### config.mk
export PLATFORM = sky130hd
export DESIGN_NAME = serial_adder
export DESIGN_NICKNAME = d
export VERILOG_FILES = /design/src/rtl/serial_adder.sv
export SDC_FILE = /design/constraint.sdc
export NUM_CORES = 1
export LEC_CHECK = 0
export BUFFER_PORTS_ARGS = -buffer_cell sky130_fd_sc_hd__buf_2
export CAP_MARGIN = 25
export CORE_ASPECT_RATIO = 0.75
export CORE_UTILIZATION = 47
export CTS_CLUSTER_DIAMETER = 100
export DETAILED_ROUTE_END_ITERATION = 8
export PLACE_DENSITY_LB_ADDON = 0.2
export SLEW_MARGIN = 20
export SYNTH_ARGS = -nofsm -noshare
export SYNTH_HDL_FRONTEND = slang
export SYNTH_SLANG_ARGS = --single-unit
### constraint.sdc
create_clock -name clk -period 1.3 [get_ports clk]
set_input_delay 0.065 -clock clk [delete_from_list [all_inputs] [get_ports clk]]
set_output_delay 0.065 -clock clk [all_outputs]
set_load 0.02 [all_outputs]
### src/rtl/serial_adder.sv
// Bit-serial add/subtract unit: one full-adder cell plus a carry flip-flop,
// operands consumed LSB-first, result published WIDTH cycles after start.
module serial_adder #(
    parameter int WIDTH = 8
) (
    input  logic             clk,
    input  logic             rst,
    input  logic             start,
    input  logic [WIDTH-1:0] a,
    input  logic [WIDTH-1:0] b,
    input  logic             cin,
    input  logic             sub,
    output logic             busy,
    output logic             done,
    output logic [WIDTH-1:0] sum,
    output logic             cout,
    output logic             ovf
);

    localparam int CW = $clog2(WIDTH + 1);

    typedef enum logic {
        IDLE = 1'b0,
        RUN  = 1'b1
    } state_t;

    state_t           r_state;
    logic [WIDTH-1:0] r_a;
    logic [WIDTH-1:0] r_b;
    logic             r_carry;
    logic [CW-1:0]    r_cnt;

    logic             w_s;
    logic             w_carry_n;
    logic             w_last;
    logic [WIDTH-1:0] w_res_n;

    assign w_s       = r_a[0] ^ r_b[0] ^ r_carry;
    assign w_carry_n = (r_a[0] & r_b[0]) | (r_a[0] & r_carry) | (r_b[0] & r_carry);
    assign w_last    = (r_cnt == CW'(WIDTH - 1));

    // The A shift register doubles as the result register: each sum bit enters
    // at the MSB as the consumed operand bit leaves at the LSB.
    generate
        if (WIDTH == 1) begin : g_w1
            assign w_res_n = w_s;
        end else begin : g_wn
            assign w_res_n = {w_s, r_a[WIDTH-1:1]};
        end
    endgenerate

    // NOTE: every state register uses <= so all of them sample pre-edge values.
    always_ff @(posedge clk) begin
        if (rst) begin
            r_state <= IDLE;
            r_a     <= '0;
            r_b     <= '0;
            r_carry <= 1'b0;
            r_cnt   <= '0;
            busy    <= 1'b0;
            done    <= 1'b0;
            sum     <= '0;
            cout    <= 1'b0;
            ovf     <= 1'b0;
        end else begin
            done <= 1'b0;
            case (r_state)
                IDLE: begin
                    if (start) begin
                        r_a     <= a;
                        r_b     <= sub ? ~b : b;
                        r_carry <= sub ? 1'b1 : cin;
                        r_cnt   <= '0;
                        busy    <= 1'b1;
                        r_state <= RUN;
                    end
                end
                RUN: begin
                    r_a     <= w_res_n;
                    r_b     <= r_b >> 1;
                    r_carry <= w_carry_n;
                    r_cnt   <= r_cnt + CW'(1);
                    if (w_last) begin
                        // On the MSB step r_carry is the carry into the MSB.
                        sum     <= w_res_n;
                        cout    <= w_carry_n;
                        ovf     <= r_carry ^ w_carry_n;
                        done    <= 1'b1;
                        busy    <= 1'b0;
                        r_state <= IDLE;
                    end
                end
                default: r_state <= IDLE;
            endcase
        end
    end

endmodule

Yosys cells after proc, flatten, opt, wreduce, memory -nomap -nowiden
Index checks and enable logic that the tools add are counted.

storage, ports and cells
  flip-flop bits (word level) = 34
  output and inout bits = 12
  logic and storage cells = 44

cells by class
  add/subtract/negate cells = 1
  eq/ne operators = 3
  multiplexer cells = 17
  bitwise logic cells = 10
  reductions and logical operators = 3

operator list
  cell                                                   number
  one-hot mux 8 bit (2 select lines)                     2
  2-to-1 mux 8 bit                                       3
  inverter 8 bit                                         1
  one-hot mux 4 bit (2 select lines)                     1
  2-to-1 mux 1 bit                                       7
  one-hot mux 1 bit (2 select lines)                     3
  adder 4 x 1 -> 4 bit, second input constant            1
  equality test 4 x 3 -> 1 bit, second input constant    1
  2-to-1 mux 4 bit                                       1
  AND reduction 2 bit                                    2
  bitwise AND 1 bit                                      3
  XOR 1 bit                                              3
  inequality test 2 x 1 -> 1 bit, second input constant  1
  inequality test 2 bit, second input constant           1
  OR 1 bit                                               2
  OR reduction 2 bit                                     1
  inverter 1 bit                                         1

Depth between registers and ports, before layout
Gate-level depths: netlist (run 1).

  depth after elaboration = 4
  mapped depth = 5
  mapped depth without buffers = 4

Worst setup path before layout (run 1)
OpenSTA, ideal clock, no wires.

  path kind = flip-flop to flip-flop
  from = register r_cnt[0]
  to = register cout
  library setup time = 0.117 ns
  arrival time = 1.113 ns
  data required time = 1.183 ns
  slack = 0.070 ns
  stages on the path, launching flop included = 6
  period minus slack after synthesis = 1.230 ns
  path through = dfxtp_1 > ha_1 > nand4b_1 > nor2b_4 > buf_6 > a22o_1

between the ends
  longest elaborated chain between the ends = 2

RTL lines
  what                           RTL line  text
  start: declaration             31        logic [CW-1:0] r_cnt;
  start signal: assignment       82        r_cnt <= r_cnt + CW'(1);
  equality test 4 x 3 -> 1 bit   40        assign w_last = (r_cnt == CW'(WIDTH - 1));
  AND reduction 2 bit (no line)  n/a
  end signal: assignment         86        cout <= w_carry_n;
  end: declaration               16        output logic cout,

Every way passes these cells.
A chain may end at the register's enable or synchronous reset.

Final worst setup path (run 1)
  from = register r_cnt[1]
  to = register sum[0]

between the ends
  longest elaborated chain between the ends = 2

RTL lines
  what                           RTL line  text
  equality test 4 x 3 -> 1 bit   40
  AND reduction 2 bit (no line)  n/a
  end signal: assignment         85        sum <= w_res_n;
  end: declaration               15        output logic [WIDTH-1:0] sum,

Every way passes these cells.

==> results of run 1 <==
==> repair_timing <==
| item | CTS | global route |
|---|---|---|
| hold endpoints to repair | 0 | 0 |
| gates resized for setup | 0 | 8 |
| setup endpoints to repair | 0 | 11 |
==> routing by layer <==
| metal | up-vias | wire length, um | share of wire | global-route usage |
|---|---|---|---|---|
| met1 | 530 | 1530 | 0.52 | 0.258 |
| li1 | 583 | - | - | - |
| met2 | 21 | 1270 | 0.43 | 0.273 |
| met3 | 7 | 108 | 0.036 | 0.0568 |
| met5 | - | 0 | 0 | 0 |
| met4 | 0 | 52 | 0.018 | 0.117 |
==> power groups by stage <==
stage                     clock [mW]  sequential (mW)  combinational (mW)
final                          0.799             1.13               0.276
after global routing           0.876             1.14               0.307
after CTS                      0.820             1.13               0.271
after detailed placement           0             1.15               0.269
after global placement             0             1.15               0.260
after floorplan                    0             1.14               0.208
==> sequential cells by signal, indices dropped and copies added (netlist names) <==
signal / cells
sum: 8
r_state: 1
r_carry: 1
r_cnt: 4
r_b: 8
busy: 1
done: 1
ovf: 1
cout: 1
r_a: 8
==> final cells by class <==
type,count,share of cell area
repair buffers,38,0.121
multi-input cells,101,0.418
well taps,38,0.0265
flip-flops and latches,34,0.381
clock buffers,7,0.0481
inverters,1,0.00209
clock inverters,1,0.00279
==> how the worst max path moves through the flow <==
| stage | start | to | slack [ns] |
|---|---|---|---|
| floorplan | r_cnt[0]$_SDFFE_PP0P_ | cout$_SDFFE_PP0P_ | 0.07 |
| global placement | r_a[0]$_SDFFE_PP0P_ | ovf$_SDFFE_PP0P_ | 0.08 |
| detailed placement | r_a[0]$_SDFFE_PP0P_ | ovf$_SDFFE_PP0P_ | 0.03 |
| CTS | r_a[0]$_SDFFE_PP0P_ | ovf$_SDFFE_PP0P_ | 0.03 |
| global route | r_cnt[1]$_SDFFE_PP0P_ | sum[0]$_SDFFE_PP0P_ | -0.02 |
| finish | r_cnt[1]$_SDFFE_PP0P_ | sum[0]$_SDFFE_PP0P_ | 0.03 |
==> worst max-delay path, delay by kind of cell (launching register included) <==
family,cells,cell delay [ns]
compound gates,1,0.25
flops,1,0.37
fa+ha+maj,1,0.14
simple gates,2,0.39
==> per-stage QoR <==
| step | util | instances |
|---|---|---|
| global route | 0.603 | 220 |
| finish | 0.603 | 220 |
| floorplan | - | 147 |
| global placement | 0.560 | 211 |
| detailed placement | 0.560 | 211 |
| CTS | 0.591 | 219 |
==> logic make-up after synthesis <==
logic type,count (synthesis)
AO/OA/AOI/OAI,33
XOR/XNOR,9
adder cells (fa/ha/maj),2
buffers and inverters,13
flip-flops,34
multiplexers,17
AND/OR/NAND/NOR,39
==> placed cells by master, fill, tap and decap left out, drive strengths merged <==
master   netlist  routed
a2111oi        1       1
a211o          8       8
a211oi         1       1
a21oi         11      11
a22o          10      10
a31oi          1       1
buf            9      38
clkbuf         3       7
clkinv         0       1
dfxtp         34      34
fa             1       1
ha             1       1
inv            1       1
mux2           8       8
mux2i          9       9
nand2          9       9
nand3          2       2
nand4b         1       1
nor2          22      22
nor2b          3       4
nor3b          1       1
o21a           1       1
or3b           1       1
xnor2          8       8
xor2           1       1
==> results by stage, run 1 <==
Logic synthesis:
- The number of distinct standard cells referenced by the synthesized netlist is 27.
- Of the total synthesized cell area, the portion taken by full adders, half adders and majority gates is 0.0220.
- For this run, the leading register cell type out of synthesis is dfxtp_1.
- Of the total synthesized cell area, the portion taken by XOR and XNOR cells is 0.0533.
- Counting instances in the post-synthesis netlist gives the leading cell types as dfxtp_1 (34), nor2_1 (22), a21oi_1 (11).
- By instance count, the leading cell after synthesis is dfxtp_1.
- The mux contribution to synthesized area is 0.122.
- The combinational family with the most area after synthesis is compound AO/OA/AOI/OAI gates.
- The fraction of registers with async set or reset after synthesis is 0.
- Counting flops with a built-in enable in the synthesized netlist gives 0.
- The basic-gate share of the synthesized area counting and, or, nand and nor cells is 0.120.
- The share of the Yosys chip area taken by registers is 0.460.
- Of the post-synthesis cell area, the dominant cell type holds 0.460.
- The number of nets handed over by synthesis was 170.
- The post-synthesis area per instance is 10.1 sq um.
- The library cell with the largest summed area after synthesis is dfxtp_1.
- The synthesized area is 0.00148 sq mm.
- The flip-flop and latch count after synthesis is 34.
- By area the synthesized netlist is led by dfxtp_1 (46%), mux2i_1 (6.1%), mux2_2 (6.1%).
- The fraction of the mapped netlist area in compound gates came to 0.168.
- The cell count after synthesis is 147.
- The Yosys warning count is 0.

STA:
- The worst hold-check slack is 0.103 ns.
- Between clock sinks in the finished design, the worst skew comes to 0.0113 ns.
- The count of pins over their slew limit was 0.
- The share of the cycle needed by the critical path after routing is 0.973.
- The final number of hold-violating endpoints is 0.
- The relative max-transition margin is 0.694.
- Setup violations remaining at the end of the flow were counted as 0.
- The maximum clock frequency is 790 MHz.
- The post-route minimum period is 1.27 ns.
- After layout, the worst setup slack is 0.0348 ns.
- At the pin with the least slew margin, the transition time is about 0.46 ns.
- The setup TNS is 0 ns.

GRT:
- The maximum number of pins on one net before global-route repair is 25.
- The number of antenna violations at the first check in global routing is 0.
- The global-route wire length before repair is about 4600 um.
- The number of global-route vias before repair is 987.
- The global-route total usage across every layer is 0.194.
- The residual overflow from global routing is 0.

Clock network:
- After clock tree synthesis, the setup repair step added 0 buffers.
- The cell sitting at the root of the clock tree is a clkbuf_8.
- No sink is reached through more buffers than the 2 on the longest clock path.
- TritonCTS built the clock tree.
- The clock transition at the register clock pins on the worst setup and hold paths after CTS is approximately 0.070 ns.
- The insertion delay to the later sink of the worst-skew pair is 0.29 ns.
- The H-tree was split into 2 levels.
- Buffers inserted to repair hold after CTS numbered 0.
- The sink count of the clock tree is 34.
- The number of buffers added by the clock tree synthesis step is 5.

Die:
- The total number of placement rows is 17.
- The core region is 0.00298 sq mm.
- Pin placement for this block handled 33 I/O pins.
- The width of the die is between 60 and 70 um.
- The die height is 50.6 um.
- For this configuration, the core starts out at a cell density of 0.497.
- The floorplan step defined a die boundary enclosing 0.00338 sq mm.

Cells and area:
- Of the cells placed in the final design, the portion with a size suffix greater than 1 is 0.341.
- After the last flow step, the layout net total stands at 204.
- The count of fill cells added during filler insertion is 261.
- The layout overhead on the synthesized area is 21.2%.
- The number of antenna diodes in the final layout is 0.
- The finished cells cover between 0.0015 and 0.002 sq mm.
- The multi-input combinational cells in the finished layout cover a total of 749 sq um.
- Across the whole layout, storage elements account for 684 sq um.

Place:
- OpenSTA, run right after detailed placement, puts the worst setup slack at 0.0341 ns.
- The congestion estimate from routability-driven global placement came to 0.701.
- Summed over all nets, the half-perimeter wirelength after detailed placement is 1960 um.
- The total of buffers placed on input and output ports is 32.
- The instance area at placement is between 0.0015 and 0.002 sq mm.

Power:
- The share of total power dissipated in combinational logic is 0.125.
- The part of the total power dissipated in sequential elements is 0.513.
- The power share of the clock group is 0.362.
- The switching power share of the total is 0.247.
- For this design the total switching power over the nets is 0.544 mW.
- The internal portion of the total power is between 1.5 and 2 mW.
- Power spread over the standard cell area amounts to ~1200 mW/mm^2.
- The completed layout was analyzed and its total power is 2.20 mW.
- The static power due to leakage is a little under 0.8 nW.
- VDD sags by at most 0.000807 V.

Critical path:
- The slack of the worst reg-to-reg path is 0.03 ns.
- The data required time of the critical path is ~1.5 ns.
- The worst reg-to-reg path cell count is 4.
- The worst setup path is launched from a flip-flop.
- The kind of end point of the critical path is a flip-flop.
- The largest fanout on the critical path is 6.
- The signal on the critical path passes through ha_4, nand4b_1, nor2b_4, a22o_1.
- The maximum single-stage delay on the critical path is about 0.37 ns.
- In this run the critical register-to-register path is launched from r_cnt[1]$_SDFFE_PP0P_.
- The capturing point of the worst reg2reg path is sum[0]$_SDFFE_PP0P_.
- For the worst setup path, the data arrival time is 1.43 ns.
- The standard cell with the maximum stage delay on the critical path is dfxtp_2.
- The category of the most critical setup path is reg -> reg.

Routing:
- The post-detailed-route count of antenna-violating nets is 0.
- The mean routed wirelength per cell is 13.5 um.
- In this run, the number of DRC markers left after iteration 0 of detailed routing was 50.
- For this block, the via count after detailed routing is 1141.
- After detailed routing, the number of remaining DRC violations is 0.
- Before antenna repair, the detailed router went through 4 iterations.
- The total wire length is 2960 um.
- In the routed layout, each cell is associated on average with a via count of 5.19.

Hold path:
- The beginning of the worst hold path is b[7].
- The endpoint of the worst hold-timing path is r_b[7]$_SDFFE_PP0P_.
- The type of the most critical hold path is in -> reg.
- The hold path depth is 3.

Job:
- Max-cap violations in this run came to 0.

Outcome:
- The run finished with clean final reports.
Note: power is estimated with default switching activity, not from simulation.
==> run 2, diff against run 1 <==
--- a/config.mk
+++ b/config.mk
@@ -11,7 +11,8 @@
 export CORE_UTILIZATION = 47
 export CTS_CLUSTER_DIAMETER = 100
 export DETAILED_ROUTE_END_ITERATION = 8
-export PLACE_DENSITY_LB_ADDON = 0.2
+export GPL_TIMING_DRIVEN = 0
+export PLACE_DENSITY = 0.71
 export SLEW_MARGIN = 20
 export SYNTH_ARGS = -nofsm -noshare
 export SYNTH_HDL_FRONTEND = slang
==> run 2 against run 1 <==
  * Sequential share of layout area decreased by 1.1 points
  * Via count increased by 8.7%
  * Combinational power increased by 9.1%
  * Non-clock buffer count increased by 9
  * Count of clock-buffer cells in the layout decreased by 2
  * Flip-flop and latch count unchanged
  * Core utilization increased by 1.9 points
  * Global-route usage increased by 2.3 points
  * Die area unchanged
  * Wire length increased by 12%
  * Critical endpoint is now cout$_SDFFE_PP0P_
  * Largest power group unchanged
==> results by stage, run 2 (synthesis gave the netlist of run 1 again) <==
Clock network:
- The clock transition at the register clock pins on the worst setup and hold paths after CTS is 0.07 ns (about the same).
- The clock tree from TritonCTS is built (unchanged).
- The H-tree level count is 2 (unchanged).
- The insertion delay to the later sink of the worst-skew pair is 0.29 ns (about the same).
- The count of hold buffers inserted by post-cts repair is 0 (unchanged).
- The maximum count of clock buffers along a single path is 2 (unchanged).
- The sink count of the clock tree was 34 (unchanged).
- The number of buffers added by the clock tree synthesis step came to 5 (unchanged).
- The CTS root buffer is clkbuf_8 (unchanged).

Power:
- The power density over cell area is 1290 mW/mm^2 (was 1230 mW/mm^2).
- The part of the total power dissipated in combinational logic is 0.127 (was 0.125).
- The total chip power was 2.38 mW (was 2.20 mW).
- The internal portion of total power is 1.81 mW (was 1.66 mW).
- The part of the total power dissipated in sequential elements is 0.472 (was 0.513).
- The power share of the clock group is 0.401 (was 0.362).
- The switching component of the power is 0.572 mW (was 0.544 mW).
- The switching power share of the total is 0.240 (was 0.247).
- The worst vdd rail ir drop is 0.000532 V (was 0.000807 V).
- The static power due to leakage was 0.822 nW (was 0.789 nW).

Place:
- The instance area at placement is 0.00168 sq mm (was 0.00167 sq mm).
- The sum of net half-perimeters after detailed placement came to 2110 um (was 1960 um).
- The total of buffers placed on input and output ports was 30 (was 32).
- The routability congestion estimate came to 0.844 (was 0.701).
- The worst slack at placement is -0.0744 ns (was 0.0341 ns).
- The cell total after placement is 215 (was 211).

Routing:
- The total wire length came to 3320 um (was 2960 um).
- The number of vias per cell is 5.44 (was 5.19).
- The mean routed wirelength per cell came to 14.5 um (was 13.5 um).
- The violation count after the first detailed-routing iteration is 36 (was 50).
- The post-detailed-route count of antenna-violating nets is 0 (unchanged).
- The via count of the routed design was 1240 (was 1141).
- The post-detailed-route DRC marker count came to 0 (unchanged).
- The first-pass iteration count of the detailed router is 4 (unchanged).

GRT:
- The number of antenna violations at the first check in global routing is 0 (unchanged).
- The number of global-route vias before repair is 1156 (was 987).
- The global-route total usage across every layer is 0.217 (was 0.194).
- The residual overflow from global routing is 0 (unchanged).
- The global-route wire length before repair is 5230 um (was 4640 um).
- The maximum number of pins on one net before global-route repair is 12 (was 25).

STA:
- The setup TNS is 0 ns (unchanged).
- The final worst clock skew is 0.00223 ns (was 0.0113 ns).
- The number of endpoints failing setup at the final stage is 0 (unchanged).
- Setup repair after global routing could not meet its margin everywhere.
- The count of pins over their slew limit is 0 (unchanged).
- The maximum clock frequency is 790 MHz (about the same).
- The measured slew at the worst slew-check pin was 0.505 ns (was 0.459 ns).
- The relative max-transition margin is 0.663 (was 0.694).
- The post-route minimum period came to 1.27 ns (about the same).
- The share of the cycle needed by the critical path after routing was 0.974 (was 0.973).
- The final number of hold-violating endpoints was 0 (unchanged).
- The worst hold-check slack is 0.0427 ns (was 0.103 ns).
- The final worst slack is 0.0342 ns (was 0.0348 ns).

Cells and area:
- The layout overhead on the synthesized area is 25.0% (was 21.2%).
- Biggest regs: r_a: 8 flops, r_b: 8 flops, sum: 8 flops (unchanged).
- The number of diodes added for antenna fixing is 0 (unchanged).
- The fraction of final layout cells with drive strength greater than 1 was 0.347 (was 0.341).
- The cell area after layout is 0.00185 sq mm (was 0.00179 sq mm).
- The utilization after layout is 0.621 (was 0.603).
- Leading cell types in the layout, fill and taps excluded: buf_2 (34), dfxtp_1 (32), nor2_1 (22), a21oi_1 (11), a22o_1 (10) (was buf_2 (32), dfxtp_1 (31), nor2_1 (21), a21oi_1 (11), a22o_1 (10)).
- The filler-free cell count of the finished design is 228 (was 220).
- The final net count was 212 (was 204).
- The most frequent standard cell in the layout excluding fill and tap cells is buf_2 (unchanged).

Die:
- The initial core utilization was 0.497 (unchanged).
- The full die area is 0.00338 sq mm (unchanged).
- The width of the die is 66.8 um (unchanged).
- The number of placed I/O pins is 33 (unchanged).
- The die height came to 50.6 um (unchanged).
- The total number of placement rows was 17 (unchanged).
- The core footprint is 0.00298 sq mm (unchanged).

Critical path:
- The kind of launch point of the worst setup path is a flip-flop (unchanged).
- The data required time of the critical path is 1.48 ns (was 1.47 ns).
- The timing startpoint of the critical path was r_cnt[0]$_SDFFE_PP0P_ (was r_cnt[1]$_SDFFE_PP0P_).
- The critical register-to-register path startpoint is r_cnt[0]$_SDFFE_PP0P_ (was r_cnt[1]$_SDFFE_PP0P_).
- The category of the most critical setup path is reg -> reg (unchanged).
- The largest fanout on the critical path is 5 (was 6).
- The data arrival time of the worst path came to 1.45 ns (was 1.43 ns).
- The kind of end point of the critical path is a flip-flop (unchanged).

Outcome:
- Outcome: finished clean (unchanged).

Job:
- The reported max-cap violation count is 0 (unchanged).

Hold path:
- The beginning of the worst hold path was rst (was b[7]).
- The type of the most critical hold path is in -> reg (unchanged).
## run 2: final cells by class
cell class | instances | area, sq um
Buffer | 12 | 80.1
Inverter | 1 | 3.75
Tap cell | 38 | 47.5
Sequential cell | 34 | 686
Timing Repair Buffer | 35 | 191
Multi-Input combinational cell | 100 | 733
Clock inverter | 3 | 40.0
Clock buffer | 5 | 68.8
Fill cell | 258 | 1130
## run 2: routing by layer
layer,track usage,part of all wire
met5,0,0
met4,0.117,0.021
met3,0.0773,0.057
met2,0.320,0.47
met1,0.273,0.45
## run 2: power groups by stage
stage	sequential [mW]	combinational [mW]	clock, mW
floorplan	1.14	0.208	0
global placement	1.14	0.274	0
detailed placement	1.15	0.281	0
CTS	1.12	0.283	0.970
global route	1.13	0.334	1.01
finish	1.12	0.301	0.954
## run 2: critical path: stages, from the launching register on
cell and delay [ns]:
dfxtp_4 0.37, ha_4 0.13, nand4b_1 0.13, nor2b_4 0.18, buf_6 0.13, a22o_1 0.22
## run 2: worst paths after layout
kind | end | slack, ns | cells after the start
max reg2reg | cout$_SDFFE_PP0P_ | 0.03 | 5
max | cout$_SDFFE_PP0P_ | 0.03 | 5
min | r_b[7]$_SDFFE_PP0P_ | 0.04 | 2
min reg2reg | r_b[4]$_SDFFE_PP0P_ | 0.46 | 2
## run 2: what timing repair did
action,4_1_cts,5_1_grt
resized for setup,4,5
setup endpoints to repair,9,9
pin swaps,2,6
setup buffers,0,4
cloned,0,1
==> run 3, diff against run 2 <==
--- a/config.mk
+++ b/config.mk
@@ -13,6 +13,7 @@
 export DETAILED_ROUTE_END_ITERATION = 8
 export GPL_TIMING_DRIVEN = 0
 export PLACE_DENSITY = 0.71
+export REMOVE_ABC_BUFFERS = 1
 export SLEW_MARGIN = 20
 export SYNTH_ARGS = -nofsm -noshare
 export SYNTH_HDL_FRONTEND = slang
==> run 3 against run 2 <==
  * Critical path depth is the same
  * Sequential power about the same
  * Global-route usage decreased by 0.90 points
  * Non-clock buffer count is 10 lower
  * Wire length is 8.7% lower
  * Combinational power shrank 6%
  * Clock power shrank 18%
==> results by stage, run 3 (synthesis gave the netlist of run 1 again) <==
STA:
- Unrepaired setup endpoints after global routing: yes (unchanged).
- The count of pins over their slew limit is 0 (unchanged).
- The final number of hold-violating endpoints is 0 (unchanged).
- The share of the cycle needed by the critical path after routing is 0.972 (was 0.974).
- The number of endpoints failing setup at the final stage is 0 (unchanged).
- The relative max-transition margin is 0.600 (was 0.663).
- The post-route minimum period is 1.26 ns (was 1.27 ns).
- The final worst slack is 0.0366 ns (was 0.0342 ns).
- The setup TNS is 0 ns (unchanged).
- The final worst clock skew is 0.00818 ns (was 0.00223 ns).
- The worst hold-check slack was 0.114 ns (was 0.0427 ns).
- The measured slew at the worst slew-check pin is 0.600 ns (was 0.505 ns).
- The maximum clock frequency came to 792 MHz (was 790 MHz).

Cells and area:
- The number of diodes added for antenna fixing is 0 (unchanged).
- Biggest regs: r_a: 8 flops, r_b: 8 flops, sum: 8 flops (unchanged).
- The fraction of final layout cells with drive strength greater than 1 is 0.341 (was 0.347).
- The layout overhead on the synthesized area is 21.8% (was 25.0%).
- Leading cell types in the layout, fill and taps excluded: buf_2 (32), dfxtp_1 (31), nor2_1 (21), a21oi_1 (11), a22o_1 (10) (was buf_2 (34), dfxtp_1 (32), nor2_1 (22), a21oi_1 (11), a22o_1 (10)).
- The final net count is 204 (was 212).
- The most frequent standard cell in the layout excluding fill and tap cells is buf_2 (unchanged).

Critical path:
- The critical register-to-register path startpoint is r_cnt[1]$_SDFFE_PP0P_ (was r_cnt[0]$_SDFFE_PP0P_).
- The worst reg-to-reg path cell count is 5 (unchanged).
- The data arrival time of the worst path is 1.48 ns (was 1.45 ns).
- The kind of launch point of the worst setup path was a flip-flop (unchanged).
- The category of the most critical setup path is reg -> reg (unchanged).
- The slack of the worst reg-to-reg path is 0.04 ns (was 0.03 ns).
- The capturing point of the worst reg2reg path is sum[0]$_SDFFE_PP0P_ (was cout$_SDFFE_PP0P_).
- The maximum single-stage delay on the critical path is 0.37 ns (about the same).
- Crit-path cells: ha_4, nand4b_1, buf_6, nor2_4, a22o_1 (was ha_4, nand4b_1, nor2b_4, buf_6, a22o_1).
- The timing startpoint of the critical path is r_cnt[1]$_SDFFE_PP0P_ (was r_cnt[0]$_SDFFE_PP0P_).
- The largest fanout on the critical path came to 6 (was 5).
- The worst setup path endpoint was sum[0]$_SDFFE_PP0P_ (was cout$_SDFFE_PP0P_).
- The kind of end point of the critical path is a flip-flop (unchanged).
- The standard cell with the maximum stage delay on the critical path is dfxtp_4 (unchanged).
- The data required time of the critical path was 1.51 ns (was 1.48 ns).

Routing:
- The total wire length is 3030 um (was 3320 um).
- The first-pass iteration count of the detailed router is 4 (unchanged).
- The post-detailed-route DRC marker count is 0 (unchanged).
- The post-detailed-route count of antenna-violating nets is 0 (unchanged).
- The mean routed wirelength per cell was 13.8 um (was 14.5 um).
- The violation count after the first detailed-routing iteration is 33 (was 36).
- The number of vias per cell came to 5.35 (was 5.44).
- The via count of the routed design is 1177 (was 1240).

Die:
- The full die area came to 0.00338 sq mm (unchanged).
- The width of the die is 66.8 um (unchanged).
- The die height was 50.6 um (unchanged).
- The total number of placement rows was 17 (unchanged).
- The initial core utilization is 0.497 (unchanged).
- The core footprint came to 0.00298 sq mm (unchanged).
- The number of placed I/O pins is 33 (unchanged).

GRT:
- The maximum number of pins on one net before global-route repair is 30 (was 12).
- The number of antenna violations at the first check in global routing is 0 (unchanged).
- The global-route wire length before repair came to 5180 um (was 5230 um).
- The number of global-route vias before repair is 1141 (was 1156).
- The global-route total usage across every layer is 0.208 (was 0.217).
- The residual overflow from global routing is 0 (unchanged).

Place:
- The sum of net half-perimeters after detailed placement is 1900 um (was 2110 um).
- The total of buffers placed on input and output ports is 32 (was 30).
- The routability congestion estimate was 0.699 (was 0.844).
- The worst slack at placement is -0.563 ns (was -0.0744 ns).

Clock network:
- The count of hold buffers inserted by post-cts repair came to 0 (unchanged).
- The clock tree from TritonCTS is built (unchanged).
- The sink count of the clock tree is 34 (unchanged).
- The number of buffers added by the clock tree synthesis step is 5 (unchanged).
- The H-tree level count came to 2 (unchanged).
- The clock transition at the register clock pins on the worst setup and hold paths after CTS is 0.07 ns (about the same).
- The CTS root buffer is clkbuf_8 (unchanged).
- The insertion delay to the later sink of the worst-skew pair was 0.28 ns (was 0.29 ns).
- The maximum count of clock buffers along a single path is 2 (unchanged).

Outcome:
- Outcome: finished clean (unchanged).

Hold path:
- The type of the most critical hold path is in -> reg (unchanged).

Power:
- The power density over cell area was 1210 mW/mm^2 (was 1290 mW/mm^2).
- The worst vdd rail ir drop is 0.000731 V (was 0.000532 V).
- The static power due to leakage is 0.786 nW (was 0.822 nW).

Job:
- The reported max-cap violation count is 0 (unchanged).
## run 3: where the power goes
part	switching (mW)	leakage, nW	total, mW	internal [mW]
clock	0.358	0.0482	0.785	0.427
combinational	0.140	0.458	0.282	0.142
sequential	0.0337	0.280	1.12	1.09
total	0.532	0.786	2.19	1.66
## run 3: worst max-delay path, delay by kind of cell (launching register included)
kind / cells / cell delay, ns
and+or+nand+nor: 2 / 0.34
adders and majority gates: 1 / 0.14
AOI/OAI and AO/OA: 1 / 0.17
buffers and inverters: 1 / 0.19
DFF: 1 / 0.37
## run 3: metrics by stage
| step | area (sq um) | cells | power, mW | utilization |
|---|---|---|---|---|
| floorplan | 1400 | 135 | 1.31 | - |
| global placement | 1610 | 205 | 1.39 | 0.541 |
| detailed placement | 1610 | 205 | 1.41 | 0.541 |
| CTS | 1780 | 220 | 2.20 | 0.597 |
| global route | 1800 | 220 | 2.31 | 0.605 |
| finish | 1800 | 220 | 2.19 | 0.605 |
## run 3: layer usage
| layer | vias up | routed length (um) | track usage |
|---|---|---|---|
| met1 | 563 | 1390 | 0.266 |
| met3 | 4 | 147 | 0.0477 |
| met2 | 29 | 1450 | 0.340 |
| met4 | 0 | 36 | 0.0745 |
| li1 | 581 | - | - |
| met5 | - | 0 | 0 |
## run 3: what timing repair did
item	CTS	global route
buffers inserted	5	0
resized for setup	7	5
hold endpoints to repair	0	0
pin swaps	3	4
endpoints found under the setup margin	16	11
gates cloned	2	0
## run 3: worst min-delay path by stage
stage / start / to / slack (ns) / depth (start not counted)
floorplan: rst / r_b[0]$_SDFFE_PP0P_ / 0.13 / 1
global route: b[7] / r_b[7]$_SDFFE_PP0P_ / 0.12 / 3
CTS: b[7] / r_b[7]$_SDFFE_PP0P_ / 0.12 / 3
detailed placement: b[7] / r_b[7]$_SDFFE_PP0P_ / 0.41 / 3
finish: b[7] / r_b[7]$_SDFFE_PP0P_ / 0.11 / 3
global placement: b[7] / r_b[7]$_SDFFE_PP0P_ / 0.39 / 3
## run 3: cell type report
class                           instances  area, sq um
Clock inverter                          1         5.00
Fill cell                             267         1170
Multi-Input combinational cell        102          766
Clock buffer                            7         86.3
Sequential cell                        34          689
Inverter                                1         3.75
Timing Repair Buffer                   37          205
Tap cell                               38         47.5
